**src/rtl/melody_player.sv**
```systemverilog
// melody_player: programmable note/rest sequencer driving a square-wave buzzer output.
// Build option MELODY_PLAYER_NOTE_GAP_EN silences the final step of every note.

module melody_player_entry #(
  parameter logic [5:0] INIT = 6'h20
) (
  input  logic       clk,
  input  logic       rst_n,
  input  logic       wr_en,
  input  logic [5:0] wr_data,
  output logic [5:0] q
);
  always_ff @(posedge clk) begin
    if (!rst_n)     q <= INIT;
    else if (wr_en) q <= wr_data;
  end
endmodule

module melody_player #(
  parameter int CLOCK_FREQ     = 1000000,
  parameter int TICK_DIV       = 5000,
  parameter int STEP_TICKS     = 25,
  parameter int STEPS_PER_NOTE = 4,
  parameter int SEQ_LEN        = 8,
  parameter int ADDR_BITS      = 3,
  parameter int COUNTER_BITS   = 10
) (
  input  logic                 clk,
  input  logic                 rst_n,
  input  logic                 start,
  input  logic                 stop,
  input  logic                 loop,
  input  logic                 seq_wr_en,
  input  logic [ADDR_BITS-1:0] seq_wr_addr,
  input  logic [5:0]           seq_wr_data,
  output logic                 busy,
  output logic [ADDR_BITS-1:0] note_idx,
  output logic                 done,
  output logic                 buzzer_out
);
  localparam int TW = (TICK_DIV > 1)       ? $clog2(TICK_DIV)       : 1;
  localparam int SW = (STEP_TICKS > 1)     ? $clog2(STEP_TICKS)     : 1;
  localparam int NW = (STEPS_PER_NOTE > 1) ? $clog2(STEPS_PER_NOTE) : 1;
  localparam logic [TW-1:0]        TICK_LAST = TW'(TICK_DIV - 1);
  localparam logic [SW-1:0]        STEP_LAST = SW'(STEP_TICKS - 1);
  localparam logic [NW-1:0]        SIDX_LAST = NW'(STEPS_PER_NOTE - 1);
  localparam logic [ADDR_BITS-1:0] IDX_LAST  = ADDR_BITS'(SEQ_LEN - 1);

  typedef struct packed {
    logic       rest;
    logic [4:0] id;
  } note_t;

  typedef enum logic {IDLE, PLAY} state_t;

  if (SEQ_LEN < 2 || ADDR_BITS != $clog2(SEQ_LEN) || COUNTER_BITS < 10 || CLOCK_FREQ < 1)
  begin : g_cfg_err
    $error("melody_player: inconsistent parameters");
  end

  function automatic logic [5:0] default_entry(input int i);
    case (i)
      0:       default_entry = 6'd21;
      1:       default_entry = 6'd16;
      2:       default_entry = 6'd14;
      3:       default_entry = 6'd12;
      4:       default_entry = 6'd9;
      5:       default_entry = 6'd12;
      6:       default_entry = 6'd14;
      7:       default_entry = 6'd16;
      default: default_entry = 6'h20;
    endcase
  endfunction

  // Half-period count max at 1 MHz, C5..B6.
  function automatic logic [9:0] note_max(input logic [4:0] id);
    case (id)
      5'd0:    note_max = 10'd956;
      5'd1:    note_max = 10'd902;
      5'd2:    note_max = 10'd851;
      5'd3:    note_max = 10'd804;
      5'd4:    note_max = 10'd758;
      5'd5:    note_max = 10'd716;
      5'd6:    note_max = 10'd676;
      5'd7:    note_max = 10'd638;
      5'd8:    note_max = 10'd602;
      5'd9:    note_max = 10'd568;
      5'd10:   note_max = 10'd536;
      5'd11:   note_max = 10'd506;
      5'd12:   note_max = 10'd478;
      5'd13:   note_max = 10'd451;
      5'd14:   note_max = 10'd426;
      5'd15:   note_max = 10'd402;
      5'd16:   note_max = 10'd379;
      5'd17:   note_max = 10'd358;
      5'd18:   note_max = 10'd338;
      5'd19:   note_max = 10'd319;
      5'd20:   note_max = 10'd301;
      5'd21:   note_max = 10'd284;
      5'd22:   note_max = 10'd268;
      5'd23:   note_max = 10'd253;
      default: note_max = 10'd0;
    endcase
  endfunction

  logic [SEQ_LEN-1:0][5:0] seq_q;

  // Addresses at or above SEQ_LEN decode to no entry, so such writes drop.
  for (genvar i = 0; i < SEQ_LEN; i++) begin : g_seq
    melody_player_entry #(.INIT(default_entry(i))) u_entry (
      .clk     (clk),
      .rst_n   (rst_n),
      .wr_en   (seq_wr_en && (seq_wr_addr == ADDR_BITS'(i))),
      .wr_data (seq_wr_data),
      .q       (seq_q[i])
    );
  end

  state_t                  state_q, state_d;
  logic [TW-1:0]           tick_q, tick_d, tick_adv;
  logic [SW-1:0]           step_q, step_d, step_adv;
  logic [NW-1:0]           sidx_q, sidx_d, sidx_adv;
  logic [ADDR_BITS-1:0]    idx_q, idx_d, next_idx;
  note_t                   cur_q, cur_d;
  logic [COUNTER_BITS-1:0] freq_q, freq_d, cur_max;
  logic                    buz_q, buz_d, done_q, done_d;
  logic                    tick_end, step_end, note_end, last_entry, silent;

  always_comb begin
    tick_end   = (tick_q == TICK_LAST);
    step_end   = tick_end && (step_q == STEP_LAST);
    note_end   = step_end && (sidx_q == SIDX_LAST);
    last_entry = (idx_q == IDX_LAST);
    tick_adv   = tick_end ? '0 : tick_q + 1'b1;
    step_adv   = !tick_end ? step_q : (step_end ? '0 : step_q + 1'b1);
    sidx_adv   = !step_end ? sidx_q : (note_end ? '0 : sidx_q + 1'b1);
    next_idx   = last_entry ? '0 : idx_q + 1'b1;
    cur_max    = COUNTER_BITS'(note_max(cur_q.id));
`ifdef MELODY_PLAYER_NOTE_GAP_EN
    // Registered output, so silence is keyed on the step being entered.
    silent     = cur_q.rest || (cur_q.id >= 5'd24) || (sidx_adv == SIDX_LAST);
`else
    silent     = cur_q.rest || (cur_q.id >= 5'd24);
`endif
  end

  always_comb begin
    state_d = state_q;
    tick_d  = tick_q;
    step_d  = step_q;
    sidx_d  = sidx_q;
    idx_d   = idx_q;
    cur_d   = cur_q;
    freq_d  = freq_q;
    buz_d   = buz_q;
    done_d  = 1'b0;
    case (state_q)
      IDLE: begin
        tick_d = '0;
        step_d = '0;
        sidx_d = '0;
        idx_d  = '0;
        freq_d = '0;
        buz_d  = 1'b1;
        if (start && !stop) begin
          state_d = PLAY;
          cur_d   = seq_q[0];
        end
      end
      PLAY: begin
        if (stop || (note_end && last_entry && !loop)) begin
          state_d = IDLE;
          done_d  = !stop;
          tick_d  = '0;
          step_d  = '0;
          sidx_d  = '0;
          idx_d   = '0;
          freq_d  = '0;
          buz_d   = 1'b1;
        end else if (note_end) begin
          // Latch the next entry and restart the tone phase.
          tick_d = '0;
          step_d = '0;
          sidx_d = '0;
          idx_d  = next_idx;
          cur_d  = seq_q[next_idx];
          freq_d = '0;
          buz_d  = 1'b1;
        end else begin
          tick_d = tick_adv;
          step_d = step_adv;
          sidx_d = sidx_adv;
          if (silent) begin
            freq_d = '0;
            buz_d  = 1'b1;
          end else if (freq_q == cur_max) begin
            freq_d = '0;
            buz_d  = ~buz_q;
          end else begin
            freq_d = freq_q + 1'b1;
          end
        end
      end
      default: state_d = IDLE;
    endcase
  end

  always_ff @(posedge clk) begin
    if (!rst_n) begin
      state_q <= IDLE;
      tick_q  <= '0;
      step_q  <= '0;
      sidx_q  <= '0;
      idx_q   <= '0;
      cur_q   <= '0;
      freq_q  <= '0;
      buz_q   <= 1'b1;
      done_q  <= 1'b0;
    end else begin
      state_q <= state_d;
      tick_q  <= tick_d;
      step_q  <= step_d;
      sidx_q  <= sidx_d;
      idx_q   <= idx_d;
      cur_q   <= cur_d;
      freq_q  <= freq_d;
      buz_q   <= buz_d;
      done_q  <= done_d;
    end
  end

  assign busy       = (state_q == PLAY);
  assign note_idx   = idx_q;
  assign done       = done_q;
  assign buzzer_out = buz_q;

endmodule

```
**config.mk**
```make
export PLATFORM = sky130hd
export DESIGN_NAME = melody_player
export DESIGN_NICKNAME = d
export VERILOG_FILES = /design/src/rtl/melody_player.sv
export SDC_FILE = /design/constraint.sdc
export NUM_CORES = 1
export LEC_CHECK = 0
export ABC_CLOCK_PERIOD_IN_PS = 7350
export CORE_UTILIZATION = 65
export DETAILED_ROUTE_END_ITERATION = 10
export PLACE_DENSITY = 0.85
export RECOVER_POWER = 100
export SYNTH_ARGS = -nofsm -noshare
export SYNTH_HDL_FRONTEND = slang
export SYNTH_SLANG_ARGS = --single-unit
```
**constraint.sdc**
```tcl
create_clock -name clk -period 7.35 [get_ports clk]
set_clock_uncertainty 0.2 [all_clocks]
set_input_delay 1.1025 -clock clk [delete_from_list [all_inputs] [get_ports clk]]
set_output_delay 1.1025 -clock clk [all_outputs]
set_load 0.01 [all_outputs]
```
==> results of run 1 <==
==> state kept, by name, summed over array words and instances, names as in the netlist <==
signal and cells:
note_idx 3, sidx_q 2, buzzer_out 1, step_q 5, busy 1, tick_q 13, cur_max 10, cur_q 6
g_seq.u_entry.q 48, done 1, freq_q 10
==> per-stage QoR <==
stage / util / setup slack (ns)
final: 0.720 / 1.90
after global routing: 0.720 / 1.41
after CTS: 0.724 / 2.94
after detailed placement: 0.697 / 2.56
after global placement: 0.697 / 2.76
after floorplan: - / 3.87
==> cells in the final DEF (no fill, tap or decap), drive strengths merged, types with 3 or more instances in the layout <==
cell and count:
a211o 4, a211oi 3, a21oi 31, a311oi 5
a31oi 5, and3 5, clkbuf 14, clkdlybuf4s50 12
clkinv 3, dfxtp 100, dlygate4sd3 8, ha 14
inv 16, mux2 3, mux2i 38, mux4 7
nand2 74, nand2b 8, nand3 23, nand4 6
nor2 74, nor3 5, nor4 4, o211ai 5
o21a 4, o21ai 12, o311ai 3, or3 5
xnor2 18, xor2 14
==> how the worst max path moves through the flow <==
stage	startpoint	endpoint	slack, ns	cells after the start
2_1_floorplan	stop	cur_max[5]	3.87	10
3_3_place_gp	rst_n	freq_q[3]	2.76	6
3_5_place_dp	rst_n	freq_q[5]	2.56	6
4_1_cts	rst_n	freq_q[5]	2.94	6
5_1_grt	rst_n	cur_max[4]	1.41	8
6_report	rst_n	cur_max[4]	1.90	8
==> metal layers <==
metal / wire length [um] / vias up
met5: 0 / -
met3: 336 / 11
met2: 5440 / 78
met1: 4620 / 1894
met4: 128 / 0
li1: - / 1902
==> logic make-up (layout without fill, tap and decap cells) <==
family,count (synthesis),in the layout
muxes,48,48
and+or+nand+nor,215,215
AOI/OAI and AO/OA,87,87
buffers and inverters,47,55
xor gates and xnor gates,32,32
adders and majority gates,14,14
DFF,100,100
==> power groups by stage <==
stage / logic [mW] / registers (mW) / clock network, mW
after floorplan: 0.0678 / 0.576 / 0
after global placement: 0.0857 / 0.579 / 0
after detailed placement: 0.0888 / 0.579 / 0
after CTS: 0.0893 / 0.567 / 0.359
after global routing: 0.0951 / 0.569 / 0.380
final: 0.0872 / 0.567 / 0.358
==> area by class of cell <==
type                       instances  share of cell area
tap                               99              0.0237
timing repair buffer              21              0.0390
multi-input combinational        396               0.504
clock buffer                      13              0.0285
inverter                          18              0.0129
sequential                       100               0.383
clock inverter                     3             0.00886
==> flow_metrics.env, run 1 <==
export IMPL_worstPathArrival_ns=5.49
export IMPL_synth_area_um2=4870
export IMPL_slowest_delay_ns=1.23
export IMPL_r2r_end="cur_max[4]"
export IMPL_synth_top_family_by_area="simple AND/OR/NAND/NOR gates"
export IMPL_fmax_mhz=183
export IMPL_synthAdderAreaFrac=0.0360
export IMPL_drc=0
export IMPL_min_period_ns=5.45
export IMPL_synth_edf_count=0
export IMPL_cts_htree_levels=3
export IMPL_synth_avg_cell_area_um2=8.97
export IMPL_antenna_found_initial=0
export IMPL_maxCapViolCount=0
export IMPL_ys_seq_elements=100
export IMPL_io_pins=21
export IMPL_cts_setup_buffers=0
export IMPL_cts_root_buf="clkbuf_8"
export IMPL_period_share=0.742
export IMPL_worst_r2r_setup_slack_ns=1.95
export IMPL_drt_total_wl_um=10500
export IMPL_busiest_layer="met2"
export IMPL_rr_worst_depth=11
export IMPL_grt_ovfl_total=0
export IMPL_whs_path_depth=1
export IMPL_die_area_um2=7850
export IMPL_synth_compound_area_frac=0.130
export IMPL_setup_violations=0
export IMPL_insertion_delay_ns=0.38
export IMPL_ant_nets=0
export IMPL_cp_max_fo=36
export IMPL_clkSinkCount=100
export IMPL_synth_xor_area_frac=0.0575
export IMPL_first_iter_violations=177
export IMPL_p_seq_frac=0.560
export IMPL_peakVddDrop_mv=0.168
export IMPL_use_met3=0.0476
export IMPL_cpMostUsedCell="inv_1"
export IMPL_whs_ns=0.256
export IMPL_cp_slowest_cell="a311oi_1"
export IMPL_multi_input_area_um2=2630
export IMPL_ys_flop_type="dfxtp_1"
export IMPL_yosys_area_top_type="dfxtp_1"
export IMPL_crit_path_start_kind="input pin"
export IMPL_die_h_um=88.6
export IMPL_muxShareOfSynthArea=0.117
export IMPL_p_int_mw=0.763
export IMPL_drv_slew=0
export IMPL_path_clk_slew_ns=0.09
export IMPL_path_cells="dlygate4sd3_1 > inv_1 > a311oi_1 > inv_1 > ha_1 > nand4_1 > o31ai_1 > a2111oi_0"
export IMPL_die_width_um=88.6
export IMPL_hp_start="tick_q[0]"
export IMPL_place_area_um2=5060
export IMPL_grt_pass1_vias=3631
export IMPL_crit_type="input pin to register"
export IMPL_design_area_um2=5220
export IMPL_drt_pass1_iterations=4
export IMPL_synth_top_area_share=0.411
export IMPL_numPlacedInstances=634
export IMPL_gp_congestion=0.881
export IMPL_ys_top_cells_by_area="dfxtp_1 (41%), mux2i_1 (7.8%), nand2_1 (5.6%)"
export IMPL_hold_path_end="tick_q[0]"
export IMPL_syn_inst=543
export IMPL_coreArea_um2=7250
export IMPL_cts_resized=0
export IMPL_yosys_area_share_simple=0.205
export IMPL_num_nets_final=575
export IMPL_path_delay_family="buffers and inverters"
export IMPL_p_leak_nw=1.83
export IMPL_synth_nets=572
export IMPL_fin_cells=650
export IMPL_met2_usage=0.503
export IMPL_rows=31
export IMPL_use_met1=0.332
export IMPL_synth_warnings=0
export IMPL_via_per_inst=5.98
export IMPL_status="finished, final reports clean"
export IMPL_layout_drive_gt1_share=0.0708
export IMPL_crit_required_ns=7.39
export IMPL_cts_tree="done"
export IMPL_num_vias=3885
export IMPL_grt_max_degree=37
export IMPL_synth_common_cells="dfxtp_1 (100), nand2_1 (73), nor2_1 (72), mux2i_1 (38), a21oi_1 (31)"
export IMPL_finalHoldViolations=0
export IMPL_cts_buffers=9
export IMPL_initial_utilization=0.672
export IMPL_cts_hold_buf=0
export IMPL_cp_end_kind="register"
export IMPL_clockPowerShare=0.354
export IMPL_power_net_switching_mw=0.249
export IMPL_seq_area_um2=2000
export IMPL_clock_path_buffers=2
export IMPL_power_mw=1.01
export IMPL_grt_pass1_wl_um=16900
export IMPL_diodes=0
export IMPL_path_buf_inv=3
export IMPL_synth_cell_types=63
export IMPL_combPwrFrac=0.086
export IMPL_fillers=572
export IMPL_wl_per_cell_um=16.2
export IMPL_io_buffers=20
export IMPL_slew_headroom=0.0998
export IMPL_rsz0062_at_grt="no"
export IMPL_worstMarginPinSlew_ns=1.34
export IMPL_p_per_area_nw_per_um2=194
export IMPL_area_growth_pct=7.22
export IMPL_async_flop_share=0
export IMPL_place_hpwl_um=7320
export IMPL_p_sw_frac=0.246
export IMPL_yosysMostFrequentCell="dfxtp_1"
export IMPL_rr_startpoint="note_idx[0]"
export IMPL_grtUsageTotal=0.282
export IMPL_tns_ns=0
export IMPL_hold_class="register to register"
export IMPL_seq_area_frac_synth=0.411
No activity file was read; power rests on OpenSTA's default activity.
==> run 2: changes to the inputs <==
--- a/config.mk
+++ b/config.mk
@@ -5,10 +5,10 @@
 export SDC_FILE = /design/constraint.sdc
 export NUM_CORES = 1
 export LEC_CHECK = 0
-export ABC_CLOCK_PERIOD_IN_PS = 7350
-export CORE_UTILIZATION = 65
+export ABC_CLOCK_PERIOD_IN_PS = 5300
+export CORE_UTILIZATION = 60
 export DETAILED_ROUTE_END_ITERATION = 10
-export PLACE_DENSITY = 0.85
+export PLACE_DENSITY = 0.79
 export RECOVER_POWER = 100
 export SYNTH_ARGS = -nofsm -noshare
 export SYNTH_HDL_FRONTEND = slang
==> constraint.sdc (replaced) <==
create_clock -name clk -period 5.3 [get_ports clk]
set_clock_uncertainty 0.2 [all_clocks]
set_input_delay 0.795 -clock clk [delete_from_list [all_inputs] [get_ports clk]]
set_output_delay 0.795 -clock clk [all_outputs]
set_load 0.01 [all_outputs]
==> flow_metrics.env, run 2 (synthesis gave the netlist of run 1 again) <==
export IMPL_status="finished, final reports clean"
export IMPL_hold_path_end="g_seq[7].u_entry.q[1]"
export IMPL_final_util=0.675
export IMPL_p_leak_nw=1.84
export IMPL_cp_slowest_cell="nor2_1"
export IMPL_cp_end_kind="register"
export IMPL_cts_hold_buf=0
export IMPL_peakVddDrop_mv=0.222
export IMPL_area_growth_pct=8.24
export IMPL_whs_ns=0.262
export IMPL_fmax_mhz=225
export IMPL_die_width_um=92.1
export IMPL_path_delay_family="compound AO/OA/AOI/OAI gates"
export IMPL_grtUsageTotal=0.260
export IMPL_p_sw_frac=0.243
export IMPL_rr_worst_depth=13
export IMPL_worstMarginPinSlew_ns=1.19
export IMPL_maxCapViolCount=0
export IMPL_cts_buffers=9
export IMPL_place_area_um2=5070
export IMPL_slowest_delay_ns=0.94
export IMPL_initial_utilization=0.624
export IMPL_combPwrFrac=0.087
export IMPL_slew_headroom=0.203
export IMPL_drc=0
export IMPL_drv_slew=0
export IMPL_r2r_end="cur_max[5]"
export IMPL_wl_per_cell_um=15.8
export IMPL_numPlacedInstances=638
export IMPL_coreArea_um2=7810
export IMPL_cts_tree="done"
export IMPL_seq_area_um2=2000
export IMPL_worst_slack_ns=0.858
export IMPL_ant_nets=0
export IMPL_reg_largest_list="g_seq.u_entry.q x48, tick_q x13"
export IMPL_fin_cells=653
export IMPL_path_buf_inv=2
export IMPL_cpMostUsedCell="ha_1"
export IMPL_design_area_um2=5270
export IMPL_power_mw=1.44
export IMPL_grt_pass1_vias=3774
export IMPL_cts_htree_levels=3
export IMPL_rows=32
export IMPL_diodes=0
export IMPL_period_share=0.838
export IMPL_place_hpwl_um=7420
export IMPL_hold_class="register to register"
export IMPL_grt_max_degree=37
export IMPL_clkSinkCount=100
export IMPL_path_cells="ha_1 > ha_1 > nor2_1 > mux4_2 > nand2_1 > a31oi_1 > a31oi_1 > inv_1 > ha_1 > inv_1 > mux2_2 > o21ai_0 > a221o_1"
export IMPL_drt_pass1_iterations=5
export IMPL_p_per_area_nw_per_um2=273
export IMPL_worstPathArrival_ns=4.50
export IMPL_whs_path_depth=2
export IMPL_setup_violations=0
export IMPL_largest_reg_flops=48
export IMPL_insertion_delay_ns=0.36
export IMPL_cts_root_buf="clkbuf_8"
export IMPL_worst_r2r_setup_slack_ns=0.86
export IMPL_die_area_um2=8480
export IMPL_crit_type="register to register"
export IMPL_io_pins=21
export IMPL_rsz0062_at_grt="no"
export IMPL_io_buffers=20
export IMPL_fillers=648
export IMPL_finalHoldViolations=0
export IMPL_crit_required_ns=5.36
export IMPL_rr_startpoint="note_idx[0]"
export IMPL_p_int_mw=1.09
export IMPL_antenna_found_initial=0
export IMPL_clock_path_buffers=2
export IMPL_die_h_um=92.1
export IMPL_power_net_switching_mw=0.350
export IMPL_num_nets_final=576
export IMPL_hp_start="g_seq[7].u_entry.q[1]"
export IMPL_grt_pass1_wl_um=17600
export IMPL_path_clk_slew_ns=0.09
export IMPL_gp_congestion=0.869
export IMPL_mostFrequentLayoutCells="dfxtp_1 (100), nand2_1 (74), nor2_1 (73), mux2i_1 (38), a21oi_1 (31)"
export IMPL_layout_drive_gt1_share=0.0780
export IMPL_via_per_inst=5.89
export IMPL_num_vias=3846
export IMPL_top_register="g_seq.u_entry.q"
export IMPL_grt_ovfl_total=0
export IMPL_min_period_ns=4.44
export IMPL_cts_setup_buffers=0
export IMPL_drt_total_wl_um=10300
export IMPL_clockPowerShare=0.367
export IMPL_cp_max_fo=15
export IMPL_multi_input_area_um2=2650
export IMPL_cts_resized=0
export IMPL_first_iter_violations=170
export IMPL_crit_path_start_kind="register"
export IMPL_p_seq_frac=0.546
export IMPL_tns_ns=0
export IMPL_final_common_cell="dfxtp_1"
export IMPL_dp_slack_ns=1.24
-- run 2: changes by cell type in the layout (fill, tap and decap cells not counted), sizes merged --
cell	before	now
buf	0	1
bufinv	1	2
clkbuf	14	10
clkinvlp	1	2
inv	16	17
-- run 2: area by class of cell --
class / instances / area share
Clock inverter: 6 / 0.0168
Sequential cell: 100 / 0.380
Clock buffer: 9 / 0.0235
Multi-Input combinational cell: 396 / 0.503
Inverter: 18 / 0.0128
Tap cell: 102 / 0.0242
Timing Repair Buffer: 22 / 0.0401
-- run 2: how the worst max path moves through the flow --
stage / cells after the start / slack (ns) / from / to
6_report: 13 / 0.86 / note_idx[0] / cur_max[5]
5_1_grt: 11 / 0.55 / note_idx[0] / cur_max[0]
4_1_cts: 13 / 1.24 / note_idx[0] / cur_max[5]
3_5_place_dp: 13 / 1.24 / note_idx[0] / cur_max[5]
3_3_place_gp: 11 / 1.39 / stop / cur_max[5]
2_1_floorplan: 12 / 1.86 / note_idx[0] / cur_max[5]
-- run 2: tightest hold or removal path: stages (launching register included) --
cell and delay, ns:
dfxtp_1 0.32, nand2_1 0.05, a21oi_1 0.05
-- run 2: power groups by stage --
stage	clock (mW)	combinational (mW)	sequential, mW
global placement	0	0.121	0.803
global route	0.565	0.138	0.788
floorplan	0	0.0940	0.799
finish	0.529	0.126	0.786
CTS	0.532	0.125	0.786
detailed placement	0	0.125	0.803
-- run 2: metal layers --
metal	global-route usage	share of wire
met1	0.330	0.46
met2	0.436	0.48
met3	0.0580	0.040
met4	0.0846	0.023
met5	0	0
